$ cat config.mk
export PLATFORM = sky130hd
export DESIGN_NAME = uart_rx_frame_counter
export DESIGN_NICKNAME = d
export VERILOG_FILES = /design/src/rtl/uart_rx_frame_counter.sv
export SDC_FILE = /design/constraint.sdc
export NUM_CORES = 1
export LEC_CHECK = 0
export CORE_MARGIN = 3
export CORE_UTILIZATION = 45
export CTS_CLUSTER_DIAMETER = 40
export DETAILED_ROUTE_END_ITERATION = 6
export GPL_ROUTABILITY_DRIVEN = 0
export GPL_TIMING_DRIVEN = 1
export PLACE_DENSITY = 0.67
export SYNTH_ARGS = -nofsm -noshare
export SYNTH_HDL_FRONTEND = slang
export SYNTH_SLANG_ARGS = --single-unit
export TNS_END_PERCENT = 30
$ cat constraint.sdc
create_clock -name CLK -period 6.3 [get_ports CLK]
set_input_delay 1.26 -clock CLK [delete_from_list [all_inputs] [get_ports CLK]]
set_output_delay 1.26 -clock CLK [all_outputs]
set_load 0.02 [all_outputs]
$ cat src/rtl/uart_rx_frame_counter.sv
// Edge/bit sequencer for the oversampling UART receiver: counts sample edges per bit and
// bits per frame, and decodes majority-vote strobes, bit type and end-of-bit/frame pulses.
module uart_rx_frame_counter #(
  parameter int DATA_WIDTH   = 8,
  parameter int PRESC_W      = 6,
  parameter int DEF_PRESCALE = 8,
  localparam int BIT_W       = $clog2(DATA_WIDTH + 4)
) (
  input  logic               CLK,
  input  logic               RST,
  input  logic               cnt_enable,
  input  logic [PRESC_W-1:0] prescale,
  input  logic               par_en,
  input  logic               stop2,
  output logic [PRESC_W-1:0] edge_cnt,
  output logic [BIT_W-1:0]   bit_cnt,
  output logic [1:0]         bit_type,
  output logic               sample_stb,
  output logic [1:0]         sample_idx,
  output logic               bit_end,
  output logic               frame_done
);

  localparam logic [PRESC_W-1:0] P_MIN     = PRESC_W'(4);
  localparam logic [BIT_W-1:0]   LAST_DATA = BIT_W'(DATA_WIDTH);
  localparam logic [BIT_W-1:0]   PAR_BIT   = BIT_W'(DATA_WIDTH + 1);

  logic [PRESC_W-1:0] p_q, p_clamped, p_last, mid;
  logic [PRESC_W-1:0] edge_cnt_q, edge_cnt_d;
  logic [BIT_W-1:0]   bit_cnt_q, bit_cnt_d, n_last;
  logic               par_q, stop2_q;
  logic               edge_last, bit_last;

  assign p_clamped = (prescale < P_MIN) ? P_MIN : prescale;
  assign p_last    = p_q - PRESC_W'(1);
  assign mid       = p_q >> 1;
  assign n_last    = PAR_BIT + BIT_W'(par_q) + BIT_W'(stop2_q);
  assign edge_last = (edge_cnt_q == p_last);
  assign bit_last  = (bit_cnt_q == n_last);

  always_comb begin
    edge_cnt_d = edge_cnt_q;
    bit_cnt_d  = bit_cnt_q;
    if (!cnt_enable) begin
      edge_cnt_d = '0;
      bit_cnt_d  = '0;
    end else if (edge_last) begin
      edge_cnt_d = '0;
      bit_cnt_d  = bit_last ? '0 : bit_cnt_q + BIT_W'(1);
    end else begin
      edge_cnt_d = edge_cnt_q + PRESC_W'(1);
    end
  end

  // Configuration only tracks the inputs while idle, so a frame never sees it change.
  always_ff @(posedge CLK or posedge RST) begin
    if (RST) begin
      edge_cnt_q <= '0;
      bit_cnt_q  <= '0;
      p_q        <= PRESC_W'(DEF_PRESCALE);
      par_q      <= 1'b0;
      stop2_q    <= 1'b0;
    end else begin
      edge_cnt_q <= edge_cnt_d;
      bit_cnt_q  <= bit_cnt_d;
      if (!cnt_enable) begin
        p_q     <= p_clamped;
        par_q   <= par_en;
        stop2_q <= stop2;
      end
    end
  end

  always_comb begin
    sample_stb = 1'b0;
    sample_idx = 2'd0;
    if (cnt_enable) begin
      if (edge_cnt_q == mid - PRESC_W'(1)) begin
        sample_stb = 1'b1;
        sample_idx = 2'd0;
      end else if (edge_cnt_q == mid) begin
        sample_stb = 1'b1;
        sample_idx = 2'd1;
      end else if (edge_cnt_q == mid + PRESC_W'(1)) begin
        sample_stb = 1'b1;
        sample_idx = 2'd2;
      end
    end
  end

  always_comb begin
    if (bit_cnt_q == '0)                  bit_type = 2'd0;
    else if (bit_cnt_q <= LAST_DATA)      bit_type = 2'd1;
    else if (par_q && bit_cnt_q == PAR_BIT) bit_type = 2'd2;
    else                                  bit_type = 2'd3;
  end

  assign bit_end    = cnt_enable && edge_last;
  assign frame_done = bit_end && bit_last;
  assign edge_cnt   = edge_cnt_q;
  assign bit_cnt    = bit_cnt_q;

endmodule

-- Yosys cells after proc, flatten, opt, wreduce, memory -nomap -nowiden
Index checks and enable logic that the tools add are counted.
- output and inout bits: 17
- word-level logic and storage cells: 42
- bits in registers: 18
- memories: 0
- bits in latches: 0
- input bits: 11
- RAM bits: 0
- bits in read-only memories: 0
- multiply operators: 0
- add/sub/neg operators: 7
- bitwise operators: 0
- $lt $le $gt $ge: 2
- eq/ne operators: 7
- reductions and logical operators: 4
- div/mod/pow operators: 0
- shifts and indexed selects: 0
- mux-type cells: 17
- operator list (operator ; number):
    6-bit equality test ; 3
    6-bit two-way mux ; 3
    2-bit two-way mux ; 6
    4-bit two-way mux ; 3
    5-bit by 1-bit adder with 6-bit output, second input constant ; 1
    6-bit by 1-bit adder with 6-bit output, second input constant ; 1
    6-bit by 5-bit equality test with 1-bit output ; 1
    6-bit by 3-bit less-than comparator with 1-bit output, second input constant ; 1
    5-bit by 1-bit subtractor with 6-bit output, second input constant ; 1
    6-bit by 1-bit subtractor with 6-bit output, second input constant ; 1
    1-bit two-way mux ; 5
    4-bit by 1-bit adder with 4-bit output ; 1
    4-bit by 1-bit adder with 4-bit output, first input constant ; 1
    4-bit by 1-bit adder with 4-bit output, second input constant ; 1
    4-bit equality test ; 1
    4-bit equality test, second input constant ; 1
    4-bit <= comparator, second input constant ; 1
    4-bit logical NOT ; 1
    1-bit logical AND ; 3
    2-bit by 1-bit inequality test with 1-bit output, second input constant ; 1

-- Depth between registers and ports, before layout
Gate-level depths: netlist of the first run.
- word-level depth: 6
- gate-level depth with buffers: 8

-- Worst setup path after synthesis of the first run
OpenSTA, ideal clock, no wires.
- path type: in2out
- from: input cnt_enable
- to: output sample_stb
- buffers on the path: 1
- setup slack: 2144 ps
- data required time: 5040 ps
- cell stages on the path: 4
- data arrival time: 2896 ps
- path through: clkbuf_1 -> clkinv_1 -> nor4_1 -> or3b_1
- longest elaborated chain between the ends: 1
- ends and longest elaborated chain (item ; RTL line ; source):
    from (decl) ; 11 ; input logic cnt_enable,
    1-bit two-way mux ; 77 ; if (cnt_enable) begin
    to (decl) ; 18 ; output logic sample_stb,
No other way between the ends.

-- Worst setup path after layout of the first run
Same ends and word-level chain as after synthesis.

==> impl_metrics.csv, run 1 <==
group,metric,value,unit
yosys,yosys.area_share.simple,0.209,
setup_path,criticalPathCategory,"in2out",
cts,clock_sinks,18,
sta,rsz0062_at_grt,"no",
placement,post_dp_cell_area,1710,um2
sta,final-hold-violation-count,0,
sta,finalSetupTns,0,ps
routing,wl_per_cell,14.9,um
global_routing,grt.busiest_layer,"met2",
yosys,ys_ff_latch,18,
sta,min_period,4690,ps
routing,drcViolationCount,0,
final_layout,layout-drive-gt1-share,0.0710,
pwr,peakVddDrop,0.000107,V
yosys,synth.avg_cell_area,8.98,um2
yosys,synth_common_cells,"dfrtp_1 (17), xnor2_1 (13), inv_1 (11)",
pwr,p_leak,0.725,nW
placement,dp_cells,221,
sta,layout_setup_ws,1610,ps
yosys,synth_nets,181,
routing,vias,1235,
yosys,synthAdderAreaFrac,0.0779,
final_layout,layout.nets,204,
yosys,synth-xor-area-share,0.139,
setup_path,crit_fanout,17,
cts,postCtsResizedCells,0,
final_layout,nFillCells,269,
yosys,async_reset_ff_frac,1.00,
sta,finalClockSkew,10.2,ps
global_routing,grt_pass1_vias,1218,
sta,maxSlewViolCount,0,
cts,clockRootBuffer,"clkbuf_4",
sta,hold-worst-slack,530,ps
placement,port_buffers,27,
final_layout,fin_area,1740,um2
yosys,synth_top_family_by_area,"simple AND/OR/NAND/NOR gates",
yosys,yosysTopAreaCell,"dfrtp_1",
floorplan,fp.dieW,62.7,um
min_path,hold_path.class,"reg2reg",
final_layout,final-seq-area,452,um2
cts,cts_hold_buf,0,
placement,place_ws,1620,ps
cts,numCtsBuffers,3,
final_layout,multiInputGateArea,883,um2
yosys,postSynthCellCount,161,
routing,ant_nets,0,
global_routing,use_met1,0.238,
floorplan,die_h,62.7,um
global_routing,grt_pass1_wl,5750,um
global_routing,use_met2,0.298,
status,outcome,"completed",
setup_path,cp.arrival,3430,ps
cts,cts_tree,"done",
cts,postCtsSetupBuffers,0,
sta,setup_violations,0,
cts,cts.clk_slew.worst_paths,110,ps
floorplan,fp-row-count,19,
yosys,synth_flop_cell,"dfrtp_1",
placement,dp_hpwl,2590,um
setup_path,startpoint_type,"input pin",
routing,drt_wl_total,3360,um
yosys,synth_cell_type_count,43,
yosys,syn_area,1450,um2
floorplan,start_util,0.498,
sta,finalCritPeriodShare,0.745,
global_routing,grtUsageMet3,0.0306,
global_routing,overflow,0,
pwr,p_per_area,164,nW/um2
floorplan,core,2900,um2
yosys,synthMuxAreaShare,0.0390,
routing,drt_first_pass_iters,4,
routing,drt_iter0_markers,48,
cts,cts-htree-levels,1,
final_layout,num_antenna_cells,0,
final_layout,instances_no_fill,225,
sta,max_slew.worst_pin.slew,697,ps
floorplan,die-area,3930,um2
yosys,synth-compound-area-share,0.146,
routing,via_per_inst,5.49,
sta,clock.fmax,213,MHz
floorplan,io_pins,28,
cts,cts_buffer_depth,2,
yosys,synthTopCellsByArea,"dfrtp_1 (29%), xnor2_1 (7.9%), ha_1 (7.8%)",
yosys,synth_top_area_frac,0.294,
yosys,yosysWarnings,0,
global_routing,grtUsageTotal,0.180,
yosys,synth_edf_count,0,
setup_path,cp.required,5040,ps
setup_path,crit_path_end_kind,"output port",
global_routing,grt_max_degree,19,
cts,insertion_delay,300,ps
final_layout,syn_to_final_growth,20.2,%
job,max_cap_viol_count,0,
sta,maxSlewHeadroom,0.535,
yosys,seq_area_frac_synth,0.313,
global_routing,antenna_found_initial,0,
yosys,yosysMostFrequentCell,"dfrtp_1",
## logic make-up (layout without fill, tap and decap cells)
group	after synthesis	count (layout)
buf+inv	22	44
flops	18	18
mux	5	5
compound gates	30	30
fa+ha+maj	9	9
simple gates	54	54
xor+xnor	23	23
## stage by stage
stage | util | power (mW)
finish | 0.599 | 0.285
global route | 0.599 | 0.306
CTS | 0.599 | 0.290
detailed placement | 0.590 | 0.228
global placement | 0.590 | 0.224
floorplan | - | 0.202
## worst paths after layout
check	startpoint	end	slack (ps)	depth (start not counted)
min in group asynchronous	RST	p_q[1]	1360	2
max	cnt_enable	sample_stb	1610	6
max reg2reg	p_q[2]	bit_cnt[0]	4030	7
min	stop2_q	stop2_q	530	1
min reg2reg	stop2_q	stop2_q	530	1
max in group asynchronous	RST	p_q[2]	4490	2
## power by group
| group | switching (mW) | internal [mW] | total (mW) |
|---|---|---|---|
| logic | 0.0438 | 0.0416 | 0.0854 |
| clock network | 0.0355 | 0.0246 | 0.0602 |
| registers | 0.0167 | 0.123 | 0.140 |
## cells in the final DEF (no fill, tap or decap), drive strengths merged, types with 4 or more instances in the layout
| cell | netlist | routed |
|---|---|---|
| clkdlybuf4s50 | 0 | 27 |
| dfrtp | 17 | 17 |
| xnor2 | 13 | 13 |
| inv | 11 | 11 |
| xor2 | 10 | 10 |
| nand2 | 9 | 9 |
| nor2 | 9 | 9 |
| nand3 | 9 | 9 |
| o21ai | 9 | 9 |
| ha | 9 | 9 |
| and3 | 5 | 5 |
| mux2 | 5 | 5 |
| a21oi | 4 | 4 |
| clkbuf | 4 | 4 |
## state kept, by name, indices dropped and copies added, names as in the netlist
register and count:
edge_cnt 6, p_q 6, bit_cnt 4, par_q 1, stop2_q 1
## metal layers
metal  wire (um)  vias up
met2        1580       37
li1            -      612
met4          19        0
met5           0        -
met3         143        2
met1        1620      584
## worst max-delay path: stages
cell	delay, ps
clkdlybuf4s50_1	450
buf_4	210
clkinv_1	280
nor4_1	440
or3b_1	180
clkdlybuf4s50_1	590
## final cells by class
cell class                 instances  area share
clock buffer                       4      0.0151
inverter                          12      0.0259
multi-input combinational        121       0.509
sequential                        18       0.260
tap                               42      0.0303
timing repair buffer              28       0.160
(Power assumes the default switching activity.)
==> inputs of run 2 (changes only) <==
==> constraint.sdc (replaced) <==
create_clock -name CLK -period 4.4 [get_ports CLK]
set_input_delay 0.88 -clock CLK [delete_from_list [all_inputs] [get_ports CLK]]
set_output_delay 0.88 -clock CLK [all_outputs]
set_load 0.02 [all_outputs]
==> impl_metrics.csv, run 2 (same netlist as run 1, synthesis figures left out) <==
group,metric,value,unit
min_path,hold_start,"stop2_q",
cts,cts_hold_buf,0,
final_layout,layout-drive-gt1-share,0.0761,
global_routing,overflow,0,
cts,cts.clk_slew.worst_paths,110,ps
routing,ant_nets,0,
sta,max_slew.worst_pin.slew,675,ps
floorplan,fp-row-count,19,
setup_path,slowest_delay,630,ps
pwr,seq_power_share,0.491,
global_routing,grt_pass1_wl,5610,um
global_routing,grt_max_degree,19,
status,outcome,"completed",
floorplan,io_pins,28,
setup_path,critical_path.top_delay_family,"buffers and inverters",
routing,drt_wl_total,3300,um
sta,maxSlewHeadroom,0.550,
pwr,power.share.clock,0.208,
sta,finalSetupTns,0,ps
final_layout,final_common_cell,"clkdlybuf4s50_1",
setup_path,criticalPathCategory,"reg2out",
sta,setup_violations,0,
pwr,comb_power_share,0.301,
setup_path,crit_fanout,8,
final_layout,multiInputGateArea,883,um2
pwr,p_per_area,234,nW/um2
placement,place_ws,766,ps
routing,vias,1263,
cts,cts-htree-levels,1,
setup_path,cp.arrival,2910,ps
setup_path,cp_num_buf_inv,2,
final_layout,instances_no_fill,226,
pwr,power_switching,0.137,mW
sta,min_period,3790,ps
floorplan,die-area,3930,um2
global_routing,antenna_found_initial,0,
final_layout,final-seq-area,452,um2
cts,postCtsResizedCells,0,
placement,port_buffers,27,
final_layout,layout.nets,205,
setup_path,crit_chain,"inv_1, ha_1, a21boi_0, xnor2_1, o211a_1, nand2_1, nor3b_1, clkdlybuf4s50_1",
final_layout,final_cell_mix,"clkdlybuf4s50_1 (27), dfrtp_1 (17), xnor2_1 (13)",
setup_path,crit_path_end_kind,"output port",
placement,dp_cells,222,
cts,numCtsBuffers,3,
sta,finalClockSkew,14.1,ps
sta,layout_setup_ws,610,ps
pwr,swShare,0.335,
setup_path,worst_path_max_delay_cell,"clkdlybuf4s50_1",
pwr,peakVddDrop,0.000185,V
floorplan,die_h,62.7,um
final_layout,nFillCells,281,
routing,drcViolationCount,0,
floorplan,fp.dieW,62.7,um
setup_path,startpoint_type,"register",
routing,wl_per_cell,14.6,um
final_layout,num_antenna_cells,0,
setup_path,cp-startpoint,"p_q[2]",
routing,drt_first_pass_iters,4,
cts,clockRootBuffer,"clkbuf_4",
routing,via_per_inst,5.59,
cts,insertion_delay,300,ps
cts,postCtsSetupBuffers,0,
sta,finalCritPeriodShare,0.861,
pwr,p_total,0.408,mW
sta,maxSlewViolCount,0,
global_routing,grtUsageTotal,0.177,
cts,clock_sinks,18,
floorplan,start_util,0.498,
routing,drt_iter0_markers,64,
min_path,hold_path.class,"reg2reg",
global_routing,grt_pass1_vias,1206,
cts,cts_tree,"done",
sta,rsz0062_at_grt,"no",
placement,dp_hpwl,2600,um
setup_path,r2r_start,"p_q[2]",
setup_path,cp.required,3520,ps
cts,cts_buffer_depth,2,
pwr,p_leak,0.730,nW
floorplan,core,2900,um2
job,max_cap_viol_count,0,
sta,final-hold-violation-count,0,
pwr,intPower,0.272,mW
final_layout,syn_to_final_growth,20.7,%
sta,clock.fmax,264,MHz
==> run 2: changes by cell type in the layout (fill, tap and decap cells not counted), sizes merged <==
cell	delta
buf	+1
==> run 2: final cells by class <==
class | instances | area share
multi-input cells | 121 | 0.506
flip-flops and latches | 18 | 0.259
inverters | 12 | 0.0258
well taps | 42 | 0.0301
clock buffers | 4 | 0.0151
repair buffers | 29 | 0.164
==> run 2: worst reg2reg max path, cell delays in order, from the launching register on <==
cell	delay, ps
dfrtp_1	480
inv_1	170
ha_1	210
a21boi_0	260
xnor2_1	180
o211ai_1	220
or4_1	550
a21oi_1	130
==> run 2: layer usage <==
metal | vias up | part of all wire | global-route usage
met4 | 0 | 0.015 | 0.0661
met1 | 611 | 0.48 | 0.240
met5 | - | 0 | 0
met3 | 7 | 0.042 | 0.0234
li1 | 612 | - | -
met2 | 33 | 0.46 | 0.285
==> run 2: power groups by stage <==
stage          Sequential [mW]  Combinational (mW)  Clock (mW)
2_1_floorplan            0.193              0.0957           0
3_3_place_gp             0.203               0.119           0
3_5_place_dp             0.204               0.123           0
4_1_cts                  0.200               0.124      0.0886
5_1_grt                  0.203               0.136      0.0976
6_report                 0.200               0.123      0.0850
==> run 2: per-stage QoR <==
stage	hold WS (ps)	cell area [um2]	util
after floorplan	479	1450	-
after global placement	491	1720	0.592
after detailed placement	511	1720	0.592
after CTS	536	1740	0.601
after global routing	556	1740	0.601
final	540	1740	0.601
==> run 2: path summary, 6_finish.rpt <==
check                              end  slack, ps  depth (start not counted)
max                         frame_done        610                          8
min                            stop2_q        540                          1
max reg2reg                 bit_cnt[0]       2130                          7
min reg2reg                    stop2_q        540                          1
max in group asynchronous       p_q[0]       2990                          2
min in group asynchronous  edge_cnt[3]        970                          2
